File: src/rtl/div_if.sv
// div_if: operand/result bundle between the control unit and the divider.
// master = control unit, slave = divider.
interface div_if;
  logic        DivControl;
  logic [31:0] A;
  logic [31:0] B;
  logic [31:0] resultHi;
  logic [31:0] resultLo;
  logic        divBusy;
  logic        divDone;
  logic        divZero;

  modport master (
    output DivControl,
    output A,
    output B,
    input  resultHi,
    input  resultLo,
    input  divBusy,
    input  divDone,
    input  divZero
  );

  modport slave (
    input  DivControl,
    input  A,
    input  B,
    output resultHi,
    output resultLo,
    output divBusy,
    output divDone,
    output divZero
  );
endinterface

File: src/rtl/div.sv
// div: 32-step restoring signed divider, quotient->LO, remainder->HI.
// Optional macro DIV_ZERO_TRAP_EN: trap B==0 at start instead of running.
module div (
  input  logic  clk,
  input  logic  reset,
  div_if.slave  bus
);

  typedef enum logic [1:0] {
    IDLE,
    RUN,
    FIX
  } state_t;

  state_t      state;
  logic [5:0]  cnt;
  logic [31:0] rem;
  logic [31:0] quo;
  logic [31:0] dvsr;
  logic        neg_q;
  logic        neg_r;
  logic        zdiv;
  logic [31:0] hi;
  logic [31:0] lo;
  logic        busy;
  logic        done;
  logic        zero;

  logic        trap;
  logic [31:0] a_mag;
  logic [31:0] b_mag;
  logic [32:0] trial;
  logic [31:0] q_fix;
  logic [31:0] r_fix;

`ifdef DIV_ZERO_TRAP_EN
  assign trap = (bus.B == 32'd0);
`else
  assign trap = 1'b0;
`endif

  assign a_mag = bus.A[31] ? -bus.A : bus.A;
  assign b_mag = bus.B[31] ? -bus.B : bus.B;
  assign trial = {rem, quo[31]} - {1'b0, dvsr};
  assign q_fix = neg_q ? -quo : quo;
  assign r_fix = neg_r ? -rem : rem;

  assign bus.resultHi = hi;
  assign bus.resultLo = lo;
  assign bus.divBusy  = busy;
  assign bus.divDone  = done;
  assign bus.divZero  = zero;

  // Control FSM plus datapath; a start in any state restarts the divider.
  always_ff @(posedge clk) begin
    if (reset) begin
      state <= IDLE;
      cnt   <= '0;
      rem   <= '0;
      quo   <= '0;
      dvsr  <= '0;
      neg_q <= 1'b0;
      neg_r <= 1'b0;
      zdiv  <= 1'b0;
      hi    <= '0;
      lo    <= '0;
      busy  <= 1'b0;
      done  <= 1'b0;
      zero  <= 1'b0;
    end else begin
      done <= 1'b0;
      if (bus.DivControl) begin
        if (trap) begin
          zero  <= 1'b1;
          done  <= 1'b1;
          busy  <= 1'b0;
          state <= IDLE;
          cnt   <= '0;
        end else begin
          zero  <= 1'b0;
          rem   <= '0;
          quo   <= a_mag;
          dvsr  <= b_mag;
          neg_r <= bus.A[31];
          neg_q <= bus.A[31] ^ bus.B[31];
          zdiv  <= (bus.B == 32'd0);
          cnt   <= 6'd32;
          busy  <= 1'b1;
          state <= RUN;
        end
      end else begin
        unique case (state)
          IDLE: begin
            busy <= 1'b0;
          end
          RUN: begin
            if (!trial[32]) begin
              rem <= trial[31:0];
              quo <= {quo[30:0], 1'b1};
            end else begin
              rem <= {rem[30:0], quo[31]};
              quo <= {quo[30:0], 1'b0};
            end
            cnt <= cnt - 6'd1;
            if (cnt == 6'd1) state <= FIX;
          end
          FIX: begin
            lo    <= zdiv ? quo : q_fix;
            hi    <= zdiv ? rem : r_fix;
            done  <= 1'b1;
            busy  <= 1'b0;
            state <= IDLE;
          end
          default: state <= IDLE;
        endcase
      end
    end
  end

endmodule

File: src/flat_wrapper.sv
// flat-port wrapper written by rule: the top's interface ports become plain ports
module div_flat 
  (clk, reset, bus_DivControl, bus_A, bus_B, bus_resultHi, bus_resultLo, bus_divBusy, bus_divDone, bus_divZero);
  div_if bus_i ();
  input  logic clk;
  input  logic reset;
  input wire logic [$bits(bus_i.DivControl)-1:0] bus_DivControl;
  input wire logic [$bits(bus_i.A)-1:0] bus_A;
  input wire logic [$bits(bus_i.B)-1:0] bus_B;
  output wire logic [$bits(bus_i.resultHi)-1:0] bus_resultHi;
  output wire logic [$bits(bus_i.resultLo)-1:0] bus_resultLo;
  output wire logic [$bits(bus_i.divBusy)-1:0] bus_divBusy;
  output wire logic [$bits(bus_i.divDone)-1:0] bus_divDone;
  output wire logic [$bits(bus_i.divZero)-1:0] bus_divZero;
  assign bus_i.DivControl = bus_DivControl;
  assign bus_i.A = bus_A;
  assign bus_i.B = bus_B;
  assign bus_resultHi = bus_i.resultHi;
  assign bus_resultLo = bus_i.resultLo;
  assign bus_divBusy = bus_i.divBusy;
  assign bus_divDone = bus_i.divDone;
  assign bus_divZero = bus_i.divZero;
  div u_core (.clk(clk), .reset(reset), .bus(bus_i));
endmodule
File: config.mk
export PLATFORM = sky130hd
export DESIGN_NAME = div_flat
export DESIGN_NICKNAME = d
export VERILOG_FILES = /design/src/rtl/div_if.sv /design/src/rtl/div.sv /design/src/flat_wrapper.sv
export SDC_FILE = /design/constraint.sdc
export NUM_CORES = 1
export LEC_CHECK = 0
export ABC_AREA = 1
export BUFFER_PORTS_ARGS = -buffer_cell sky130_fd_sc_hd__buf_4
export CAP_MARGIN = 20
export CELL_PAD_IN_SITES_DETAIL_PLACEMENT = 0
export CELL_PAD_IN_SITES_GLOBAL_PLACEMENT = 2
export CORE_MARGIN = 1
export CORE_UTILIZATION = 34
export DETAILED_ROUTE_END_ITERATION = 10
export GPL_TIMING_DRIVEN = 0
export PLACE_DENSITY = 0.89
export SETUP_SLACK_MARGIN = 0.2
export SYNTH_ARGS = -nofsm -noshare
export SYNTH_HDL_FRONTEND = slang
export SYNTH_SLANG_ARGS = --single-unit
File: constraint.sdc
create_clock -name clk -period 5.2 [get_ports clk]
set_input_delay 0.78 -clock clk [delete_from_list [all_inputs] [get_ports clk]]
set_output_delay 0.78 -clock clk [all_outputs]
set_load 0.005 [all_outputs]
After elaboration in Yosys (flattened, before gate mapping)
Cells that the tools add are included.
{ "word_totals": {"regBits": 173, "in_bits": 67, "out_inout_bits": 67, "wordCells": 56} }
{ "classes": {"n_addsub": 6, "n_eq_ne": 6, "muxes": 18, "n_bitwise": 3, "n_reduce_logical": 9} }
{ "ops": {"columns": ["operator", "n"], "rows": [
  ["$mux 32", 9],
  ["$neg 32->32", 4],
  ["$sub 33x32->33", 1],
  ["$logic_not 32->1", 1],
  ["$mux 6", 2],
  ["$eq 6x1->1 const B", 1],
  ["$reduce_and 2->1", 3],
  ["$sub 6x1->6 const B", 1],
  ["$mux 1", 5],
  ["$pmux 2 s2", 1],
  ["$reduce_bool 2->1", 2],
  ["$reduce_or 2->1", 2],
  ["$ne 3x2->1 const B", 1],
  ["$eq 2x1->1 const B", 1],
  ["$eq 2x2->1 const B", 1],
  ["$logic_not 2->1", 1],
  ["$mux 2", 1],
  ["$ne 2x1->1 const B", 1],
  ["$ne 2x2->1 const B", 1],
  ["$not 1->1", 2],
  ["$xor 1x1->1", 1]
]} }

Depth between registers and ports, before layout
Gate-level depths: netlist of the first run.
{ "logic_depth": {"depth_word": 4, "mapped_depth": 19, "ltp_nobuf": 18} }

Least setup slack after synthesis of the first run
Ideal clock, no wire load.
{ "synth_path": {"path_type": "input to register", "start": "in bus_A[1]", "end": "reg u_core.quo[14]", "setup_ps": 132, "arrival_time_ps": 2122, "required_time_ps": 5068, "path_slack_ps": 2946, "path_stages": 12, "path_buffers": 0, "cell_sequence": "inv_1 > ha_1 > inv_1 > nor3_2 > nand3_1 > nor3_2 > nand3_1 > nand2_1 > inv_1 > or2_2 > nand3_1 > a21oi_1"} }
{ "synth_via": {"elab_chain_len": 3} }
{ "synth_rtl": {"columns": ["element", "line_no", "source"], "rows": [
  ["start: declaration", "flat_wrapper.sv:8", "input wire logic [$bits(bus_i.A)-1:0] bus_A;"],
  ["$neg 32->32", "div.sv:42", "assign a_mag = bus.A[31] ? -bus.A : bus.A;"],
  ["$mux 32", "div.sv:42", null],
  ["$mux 32", "div.sv:72", "if (bus.DivControl) begin"],
  ["end signal: assignment", "div.sv:82", "quo <= a_mag;"],
  ["end signal: assignment", "div.sv:99", "quo <= {quo[30:0], 1'b1};"],
  ["end signal: assignment", "div.sv:102", "quo <= {quo[30:0], 1'b0};"],
  ["end: declaration", "div.sv:18", "logic [31:0] quo;"]
]} }
No other way between the ends.
A chain may end at the register's enable or synchronous reset.

Worst setup path after layout of the first run
{ "layout_path": {"start": "in bus_DivControl", "end": "reg u_core.hi[31], in the netlist u_core.bus.resultHi[31]"} }
{ "layout_via": {"elab_chain_len": 2} }
{ "layout_rtl": {"columns": ["element", "line_no", "source"], "rows": [
  ["start: declaration", "flat_wrapper.sv:7", "input wire logic [$bits(bus_i.DivControl)-1:0] bus_DivControl;"],
  ["$not 1->1 (no source line)", null, null],
  ["$reduce_and 2->1 (no source line)", null, null],
  ["end signal: assignment", "div.sv:109", "hi <= zdiv ? rem : r_fix;"],
  ["end: declaration", "div.sv:23", "logic [31:0] hi;"]
]} }
No other way between the ends.

==> flow_summary.json, run 1 <==
{
  "regToRegStartpoint": "u_core.quo[31]$_SDFFE_PP0P_",
  "fin_ws_ps": 2490,
  "r2r_cells": 18,
  "num_rows": 69,
  "cp.required_ps": 5540,
  "ys_types": 47,
  "drc": 33,
  "placed_area_sq_um": 13900,
  "cp_data_arrival_time_ps": 3050,
  "busiest_layer": "met2",
  "end_kind": "register",
  "synth_edf_count": 0,
  "wl_per_cell_um": 17.2,
  "report.final.slew_viol_count": 0,
  "grt.total_usage_pct": 25.1,
  "clock_path_buffers": 2,
  "hold_buffers": 0,
  "routed_wl_um": 46100,
  "synth_fp_nets": 2166,
  "synth_cells": 2060,
  "rsz0062_at_grt": "false",
  "viasPerCell": 4.88,
  "gr-usage-met3_pct": 3.04,
  "ant_nets": 0,
  "pre_cts_slack_ps": 2010,
  "syn_avg_cell_area_sq_um": 6.00,
  "clk_latency_ps": 450,
  "cts_sinks": 173,
  "ys_dominant_reg_cell": "dfxtp_1",
  "fin_area_sq_um": 14500,
  "post-route-period-util_pct": 52.0,
  "final_common_cell": "nand2_1",
  "syn_area_sq_um": 12400,
  "grt_antenna_before_repair": 0,
  "leakagePower_uw": 0.00717,
  "routabilityCongestion": 0.961,
  "worstHoldStart": "u_core.dvsr[28]$_SDFFE_PP0P_",
  "die_w_um": 193,
  "root_buffer": "clkbuf_16",
  "grt_pass1_vias": 11881,
  "ctsResizeCount": 0,
  "path_max_fanout": 10,
  "ios": 134,
  "hpwl_um": 38100,
  "finalHoldViolations": 0,
  "num_antenna_cells": 0,
  "seq_area_frac_synth_pct": 28.0,
  "powerDensity_nw_per_um2": 240,
  "core_area_sq_um": 35700,
  "multi_input_area_sq_um": 7260,
  "slew_headroom_pct": 43.0,
  "htree_levels": 4,
  "run_status": "complete, but fails checks",
  "fp.dieH_um": 193,
  "start_kind": "input pin",
  "drive_gt1_share_pct": 10.5,
  "io_buffers": 131,
  "final_cell_mix": "570 x nand2_1, 341 x inv_1, 194 x nor2_1, 173 x dfxtp_1, 140 x nand3_1",
  "grt-ovfl-total": 0,
  "yosysWarningCount": 0,
  "skew_ps": 11.7,
  "dieArea_sq_um": 37100,
  "grt_max_degree": 17,
  "fin_crit_ps": 2710,
  "grt_pass1_wl_um": 70000,
  "irDropWorstVdd_v": 0.000230,
  "gr-usage-met1_pct": 36.3,
  "cap_viol_max_count": 0,
  "cts.clk_slew.worst_paths_ps": 70,
  "hold_path.class": "reg -> reg",
  "area_delta_synth_final_pct": 17.5,
  "min_path_cells": 2,
  "path_class": "in -> reg",
  "regArea_sq_um": 3460,
  "vias": 13103,
  "gr-usage-met2_pct": 38.4,
  "synthArstFlopShare_pct": 0,
  "nets": 2316,
  "setup_violations": 0,
  "worst_pin_slew_ps": 850,
  "cts_tree": "built",
  "first_pass_iters": 8,
  "post_cts_buffers": 0,
  "fin_tns_setup_ps": 0,
  "numCtsBuffers": 17,
  "violations": "design-rule violations",
  "num-fill-cells": 3959,
  "drtIter0Drc": 1129,
  "fmax_ghz": 0.370,
  "cp-startpoint": "bus_DivControl",
  "start_util_pct": 34.7,
  "ys_seq_elements": 173
}
-- Yosys cell counts, types with 2 or more instances --
cell type / count / share of area, %
or2_0: 3 / 0.15
o22ai_1: 32 / 1.6
nand2_2: 19 / 0.96
o221ai_1: 9 / 0.64
nor4_1: 9 / 0.46
o31ai_1: 5 / 0.30
dfxtp_1: 173 / 28
nor2_2: 6 / 0.30
inv_2: 5 / 0.15
buf_6: 5 / 0.46
buf_4: 2 / 0.12
clkinv_1: 3 / 0.091
a21oi_1: 135 / 5.5
and2_1: 2 / 0.10
buf_2: 6 / 0.24
nand2_1: 570 / 17
buf_1: 6 / 0.18
nand4_1: 21 / 1.1
nand2_4: 2 / 0.18
a31oi_1: 14 / 0.71
o211ai_1: 5 / 0.30
o32ai_1: 6 / 0.43
ha_1: 38 / 3.8
a21oi_2: 5 / 0.35
nor3_1: 31 / 1.3
nand3_1: 140 / 5.7
nor2_1: 194 / 5.9
nor3_2: 12 / 0.97
o21ai_0: 119 / 4.8
a21o_1: 3 / 0.18
inv_1: 341 / 10
xor2_1: 49 / 3.5
clkbuf_1: 49 / 1.5
o21ai_1: 12 / 0.49
xnor2_1: 5 / 0.35
nand3b_1: 5 / 0.30
or2_2: 5 / 0.25
and3_1: 5 / 0.25
-- worst paths after layout --
path                                          endpoint  slack [ps]
setup / recovery  u_core.bus.resultHi[31]$_SDFFE_PP0P_        2490
hold / removal            u_core.dvsr[28]$_SDFFE_PP0P_         460
setup reg to reg            u_core.rem[0]$_SDFFE_PP0P_        2540
hold reg to reg           u_core.dvsr[28]$_SDFFE_PP0P_         460
-- through the flow --
| stage | utilization, % | instances | hold slack (ps) | power [uW] |
|---|---|---|---|---|
| 3_5_place_dp | 39.0 | 2652 | 449 | 2180 |
| 5_1_grt | 40.7 | 2684 | 510 | 3650 |
| 6_report | 40.7 | 2684 | 462 | 3480 |
| 4_1_cts | 40.7 | 2684 | 463 | 3500 |
| 3_3_place_gp | 39.0 | 2652 | 449 | 2180 |
| 2_1_floorplan | - | 2060 | 426 | 1910 |
-- power breakdown --
part	switching, uW	internal (uW)	total [uW]
combinational	514	234	748
sequential	34.8	1370	1400
clock	602	730	1330
-- cells by family (layout without fill, tap and decap cells) --
kind of cell | count (synthesis) | after routing | share of synthesized area [%]
buf+inv | 418 | 581 | 13.2
flops | 173 | 173 | 28.0
compound gates | 349 | 349 | 15.6
xor+xnor | 54 | 54 | 3.83
simple gates | 1026 | 1026 | 35.3
other cells | 1 | 1 | 0.0304
fa+ha+maj | 39 | 39 | 4.01
-- state kept, by name (all words and copies together), names as in the netlist, 2 cells and up --
signal               count
u_core.bus.resultHi     32
u_core.bus.resultLo     32
u_core.dvsr             32
u_core.quo              32
u_core.rem              32
u_core.cnt               6
u_core.state             2
-- critical path: stages --
cell,delay (ps)
buf_4,140
nor3_2,710
clkbuf_1,470
clkbuf_1,560
nand3_1,240
nand2_1,100
inv_1,40
-- cell type report --
type	count	share of cell area, %
flip-flops and latches	173	23.9
multi-input cells	1469	50.0
inverters	349	9.03
clock buffers	18	3.03
clock inverters	14	1.10
repair buffers	131	6.78
plain buffers	69	2.22
well taps	461	3.97
-- per-layer routing --
metal	vias up	part of all wire, %
met5	-	0
met4	0	2.2
met3	33	4.0
met2	268	43
met1	5930	51
li1	6872	-
No activity file was read; power rests on OpenSTA's default activity.
==> run 2, diff against run 1 <==
--- a/config.mk
+++ b/config.mk
@@ -11,10 +11,10 @@
 export CELL_PAD_IN_SITES_DETAIL_PLACEMENT = 0
 export CELL_PAD_IN_SITES_GLOBAL_PLACEMENT = 2
 export CORE_MARGIN = 1
-export CORE_UTILIZATION = 34
+export CORE_UTILIZATION = 32
 export DETAILED_ROUTE_END_ITERATION = 10
 export GPL_TIMING_DRIVEN = 0
-export PLACE_DENSITY = 0.89
+export PLACE_DENSITY = 0.85
 export SETUP_SLACK_MARGIN = 0.2
 export SYNTH_ARGS = -nofsm -noshare
 export SYNTH_HDL_FRONTEND = slang
==> constraint.sdc (replaced) <==
create_clock -name clk -period 2.8 [get_ports clk]
set_input_delay 0.42 -clock clk [delete_from_list [all_inputs] [get_ports clk]]
set_output_delay 0.42 -clock clk [all_outputs]
set_load 0.005 [all_outputs]
==> run 2 against run 1 <==
Compared with the run above: the run now ends clean; sequential power up 86%; sequential cell count unchanged; hold slack worse by 210 ps; clock-buffer cell count down 1; clock skew up 6.6 ps; clock power up 76%; non-clock buffer count up 4; largest cell class unchanged; critical path depth up 11.
==> flow_summary.json, run 2 (same netlist as run 1, synthesis figures left out) <==
{
  "ant_nets": 0,
  "path_class": "reg -> reg",
  "path_max_fanout": 5,
  "power_uw": 6360,
  "nets": 2320,
  "crit_chain": "inv_2, ha_2, fa_1, inv_1, nand2_1, nand2_1, nand3_1, nand2_2, nand2_2, nand2_2, nand2_2, nand2_2, nand2_2, nand2_4, buf_8, nand2_1, nand3_2, a21oi_1",
  "area_delta_synth_final_pct": 18.3,
  "cp_data_arrival_time_ps": 2730,
  "drtIter0Drc": 895,
  "htree_levels": 4,
  "skew_ps": 18.3,
  "io_buffers": 131,
  "fmax_ghz": 0.412,
  "slew_headroom_pct": 50.0,
  "numCtsBuffers": 17,
  "irDropWorstVdd_v": 0.000323,
  "num_rows": 71,
  "cp.required_ps": 3110,
  "dieArea_sq_um": 39400,
  "switchingPower_uw": 2200,
  "drc": 0,
  "fin_crit_ps": 2420,
  "cap_viol_max_count": 0,
  "routed_wl_um": 46900,
  "grt.total_usage_pct": 24.0,
  "num_antenna_cells": 0,
  "clk_latency_ps": 460,
  "powerDensity_nw_per_um2": 435,
  "end_kind": "register",
  "hold_path.class": "in -> reg",
  "cp-startpoint": "u_core.quo[31]$_SDFFE_PP0P_",
  "start_kind": "register",
  "grt_pass1_vias": 11929,
  "setup_violations": 0,
  "finalHoldViolations": 0,
  "fin_cells": 2738,
  "worstHoldStart": "bus_B[26]",
  "critPathSlowestCell": "fa_1",
  "die_w_um": 198,
  "start_util_pct": 32.6,
  "report.final.slew_viol_count": 0,
  "root_buffer": "clkbuf_16",
  "cts_tree": "built",
  "cts.clk_slew.worst_paths_ps": 80,
  "fp.dieH_um": 198,
  "final_cell_mix": "570 x nand2_1, 340 x inv_1, 193 x nor2_1, 168 x dfxtp_1, 139 x nand3_1",
  "regToRegStartpoint": "u_core.quo[31]$_SDFFE_PP0P_",
  "post-route-period-util_pct": 86.6,
  "viasPerCell": 4.83,
  "p_seq_share_pct": 41.0,
  "wl_per_cell_um": 17.1,
  "grt-ovfl-total": 0,
  "first_pass_iters": 5,
  "ios": 134,
  "cts_sinks": 173,
  "run_status": "finished clean",
  "internal-power_uw": 4150,
  "hpwl_um": 38700,
  "clock_path_buffers": 2,
  "routabilityCongestion": 0.891,
  "hold_buffers": 0,
  "final_common_cell": "nand2_1",
  "grt_max_degree": 18,
  "critPathMaxStageDelay_ps": 390,
  "worst_pin_slew_ps": 750,
  "leakagePower_uw": 0.00719,
  "grt_antenna_before_repair": 1,
  "rsz0062_at_grt": "false",
  "core_area_sq_um": 37800,
  "clkPwrFrac_pct": 36.8,
  "netSwitchingFraction_pct": 34.7,
  "drive_gt1_share_pct": 11.1,
  "vias": 13238,
  "comb_power_share_pct": 22.2,
  "dpl.cell_count": 2702,
  "grt_pass1_wl_um": 70900,
  "crit_top_cell": "nand2_2"
}
[run 2: routing by layer]
metal  global-route usage (%)  part of all wire (%)  routed length [um]
met1                     35.1                    51               23700
met2                     37.0                    44               20500
met3                     2.49                   3.5                1630
met4                     7.12                   2.1                 985
met5                        0                 0.028                  13
[run 2: final timing paths]
check                                                     to  slack, ps  cells past startpoint
worst min register to register  u_core.dvsr[28]$_SDFFE_PP0P_        480                      2
worst max register to register    u_core.rem[0]$_SDFFE_PP0P_        380                     18
worst min-delay path            u_core.dvsr[26]$_SDFFE_PP0P_        250                      3
worst max-delay path              u_core.rem[0]$_SDFFE_PP0P_        380                     18
[run 2: cell type report]
class                   instances  area, sq um
flip-flops and latches        173         3470
multi-input cells            1469         7290
inverters                     349         1310
plain buffers                  69          327
repair buffers                135         1030
fillers                      4280        23200
well taps                     511          639
clock buffers                  17          425
clock inverters                15          130
[run 2: what timing repair did]
item,4_1_cts,5_1_grt
pin swaps,0,2
setup endpoints to repair,2,32
gates resized for setup,2,10
cloned,0,1
setup buffers,0,3
[run 2: through the flow]
step | TNS [ps] | hold slack [ps] | area, sq um | worst slack (ps) | utilization (%)
5_1_grt | 0 | 258 | 14600 | 200 | 38.6
6_report | 0 | 253 | 14600 | 376 | 38.6
2_1_floorplan | 0 | 426 | 12400 | 658 | -
3_5_place_dp | -167 | 463 | 14000 | -116 | 36.9
4_1_cts | 0 | 234 | 14500 | 213 | 38.4
3_3_place_gp | -298 | 450 | 14000 | -158 | 36.9
[run 2: worst max-delay path, delay by kind of cell (launching register included)]
kind | cells | cell delay [ps]
flip-flops | 1 | 330
adder cells (fa/ha/maj) | 2 | 590
AO/OA/AOI/OAI | 1 | 70
AND/OR/NAND/NOR | 12 | 980
buffers and inverters | 3 | 270
[run 2: power by group through the flow]
stage / registers [uW] / logic (uW) / clock network, uW
6_report: 2610 / 1410 / 2340
5_1_grt: 2620 / 1580 / 2470
4_1_cts: 2610 / 1400 / 2380
3_5_place_dp: 2660 / 1390 / 0
3_3_place_gp: 2660 / 1390 / 0
2_1_floorplan: 2640 / 905 / 0
==> run 3, diff against run 2 <==
--- a/config.mk
+++ b/config.mk
@@ -13,7 +13,7 @@
 export CORE_MARGIN = 1
 export CORE_UTILIZATION = 32
 export DETAILED_ROUTE_END_ITERATION = 10
-export GPL_TIMING_DRIVEN = 0
+export GPL_TIMING_DRIVEN = 1
 export PLACE_DENSITY = 0.85
 export SETUP_SLACK_MARGIN = 0.2
 export SYNTH_ARGS = -nofsm -noshare
==> run 3 against run 2 <==
Compared with the run above: clock skew shrank 3.5 ps; wire length shrank 3.5%; first-iteration DRC count grew 6.8%.
==> flow_summary.json, run 3 (same netlist as run 1, synthesis figures left out) <==
{
  "dieArea_sq_um": 39400,
  "drive_gt1_share_pct": 12.0,
  "hold_ws_ps": 246,
  "cts_sinks": 173,
  "numCtsBuffers": 17,
  "cts.clk_slew.worst_paths_ps": 70,
  "wl_per_cell_um": 16.8,
  "root_buffer": "clkbuf_16",
  "final_common_cell": "nand2_1",
  "ant_nets": 0,
  "nets": 2284,
  "cp_data_arrival_time_ps": 2780,
  "grt_pass1_vias": 11749,
  "area_delta_synth_final_pct": 19.3,
  "powerDensity_nw_per_um2": 444,
  "irDropWorstVdd_v": 0.000316,
  "post-route-period-util_pct": 88.2,
  "ctsResizeCount": 0,
  "grt_antenna_before_repair": 0,
  "grt.total_usage_pct": 22.7,
  "htree_levels": 4,
  "drtIter0Drc": 956,
  "finalHoldViolations": 0,
  "io_buffers": 132,
  "skew_ps": 14.8,
  "leakagePower_uw": 0.00727,
  "viasPerCell": 4.86,
  "vias": 13134,
  "r2r_end": "u_core.rem[24]$_SDFFE_PP0P_",
  "grt_max_degree": 116,
  "crit_path_end": "u_core.rem[24]$_SDFFE_PP0P_",
  "fin_tns_setup_ps": 0,
  "cap_viol_max_count": 0,
  "cp.required_ps": 3110,
  "fin_cells": 2702,
  "core_area_sq_um": 37800,
  "clk_latency_ps": 440,
  "num_rows": 71,
  "setup_violations": 0,
  "routabilityCongestion": 0.890,
  "grt-ovfl-total": 0,
  "grt_pass1_wl_um": 68300,
  "start_kind": "register",
  "routed_wl_um": 45300,
  "r2r_cells": 13,
  "hpwl_um": 35200,
  "ios": 134,
  "dpl.cell_count": 2663,
  "hold_buffers": 0,
  "die_w_um": 198,
  "slew_headroom_pct": 40.6,
  "r2r_setup_slack_ps": 330,
  "path_max_fanout": 8,
  "report.final.slew_viol_count": 0,
  "fp.dieH_um": 198,
  "run_status": "finished clean",
  "final_cell_mix": "569 x nand2_1, 340 x inv_1, 193 x nor2_1, 173 x dfxtp_1, 159 x buf_4",
  "cts_tree": "built",
  "end_kind": "register",
  "fin_crit_ps": 2470,
  "regToRegStartpoint": "u_core.rem[22]$_SDFFE_PP0P_",
  "rsz0062_at_grt": "false",
  "clock_path_buffers": 2,
  "cp-startpoint": "u_core.rem[22]$_SDFFE_PP0P_",
  "num_antenna_cells": 0,
  "start_util_pct": 32.6,
  "post_cts_buffers": 0,
  "drc": 0,
  "fmax_ghz": 0.405,
  "worst_pin_slew_ps": 890,
  "path_class": "reg -> reg",
  "first_pass_iters": 5,
  "hold_path.class": "in -> reg"
}
==> run 3: cell count changes in the layout (fill, tap and decap cells not counted), moves of 3 or more <==
cell | before | now
buf_1 | 6 | 0
dfxtp_2 | 5 | 0
nand2_4 | 2 | 5
nand2_8 | 0 | 7
inv_6 | 5 | 2
buf_6 | 4 | 0
bufinv_16 | 0 | 3
clkbuf_1 | 49 | 1
buf_2 | 6 | 0
buf_4 | 136 | 159
dfxtp_1 | 168 | 173
==> run 3: power breakdown <==
| group | switching (uW) | leakage, uW | internal (uW) |
|---|---|---|---|
| logic | 969 | 0.00557 | 437 |
| clock network | 1070 | 0.000297 | 1460 |
| registers | 63.8 | 0.00141 | 2540 |
==> run 3: worst min path at each step <==
stage | from | cells past startpoint | slack, ps | end
3_5_place_dp | u_core.dvsr[28]$_SDFFE_PP0P_ | 2 | 450 | u_core.dvsr[28]$_SDFFE_PP0P_
3_3_place_gp | u_core.dvsr[28]$_SDFFE_PP0P_ | 2 | 450 | u_core.dvsr[28]$_SDFFE_PP0P_
4_1_cts | bus_A[30] | 3 | 230 | u_core.quo[30]$_SDFFE_PP0P_
5_1_grt | bus_B[26] | 3 | 250 | u_core.dvsr[26]$_SDFFE_PP0P_
6_report | bus_A[30] | 3 | 250 | u_core.quo[30]$_SDFFE_PP0P_
2_1_floorplan | u_core.dvsr[28]$_SDFFE_PP0P_ | 2 | 430 | u_core.dvsr[28]$_SDFFE_PP0P_
==> run 3: cell type report <==
cell class / instances / area (sq um)
Clock buffer: 20 / 457
Clock inverter: 12 / 159
Fill cell: 4217 / 23100
Inverter: 349 / 1310
Multi-Input combinational cell: 1476 / 7470
Sequential cell: 173 / 3460
Tap cell: 511 / 639
Timing Repair Buffer: 161 / 1230
==> run 3: worst max-delay path: stages, from the launching register on <==
cell	delay [ps]
dfxtp_1	520
ha_1	360
nand2_1	130
inv_1	60
nand2_1	60
nand2_1	60
inv_1	50
nand2_1	100
a21oi_4	260
nand3_4	280
nand2_4	250
nand2_1	80
nand3_1	70
a21oi_1	70
==> run 3: per-layer routing <==
layer | vias to the layer above | GRT usage [%] | part of all wire, %
met3 | 36 | 2.85 | 4.7
met2 | 313 | 33.1 | 42
met1 | 5982 | 34.2 | 51
met4 | 0 | 6.78 | 2.2
met5 | - | 0 | 0
li1 | 6803 | - | -
==> run 3: through the flow <==
step	setup WS (ps)	area, sq um	power (uW)	util [%]
detailed placement	249	13900	4040	36.8
finish	330	14700	6540	38.9
global placement	305	13900	4040	36.8
global route	168	14700	6890	38.9
CTS	213	14500	6580	38.4
floorplan	658	12400	3540	-
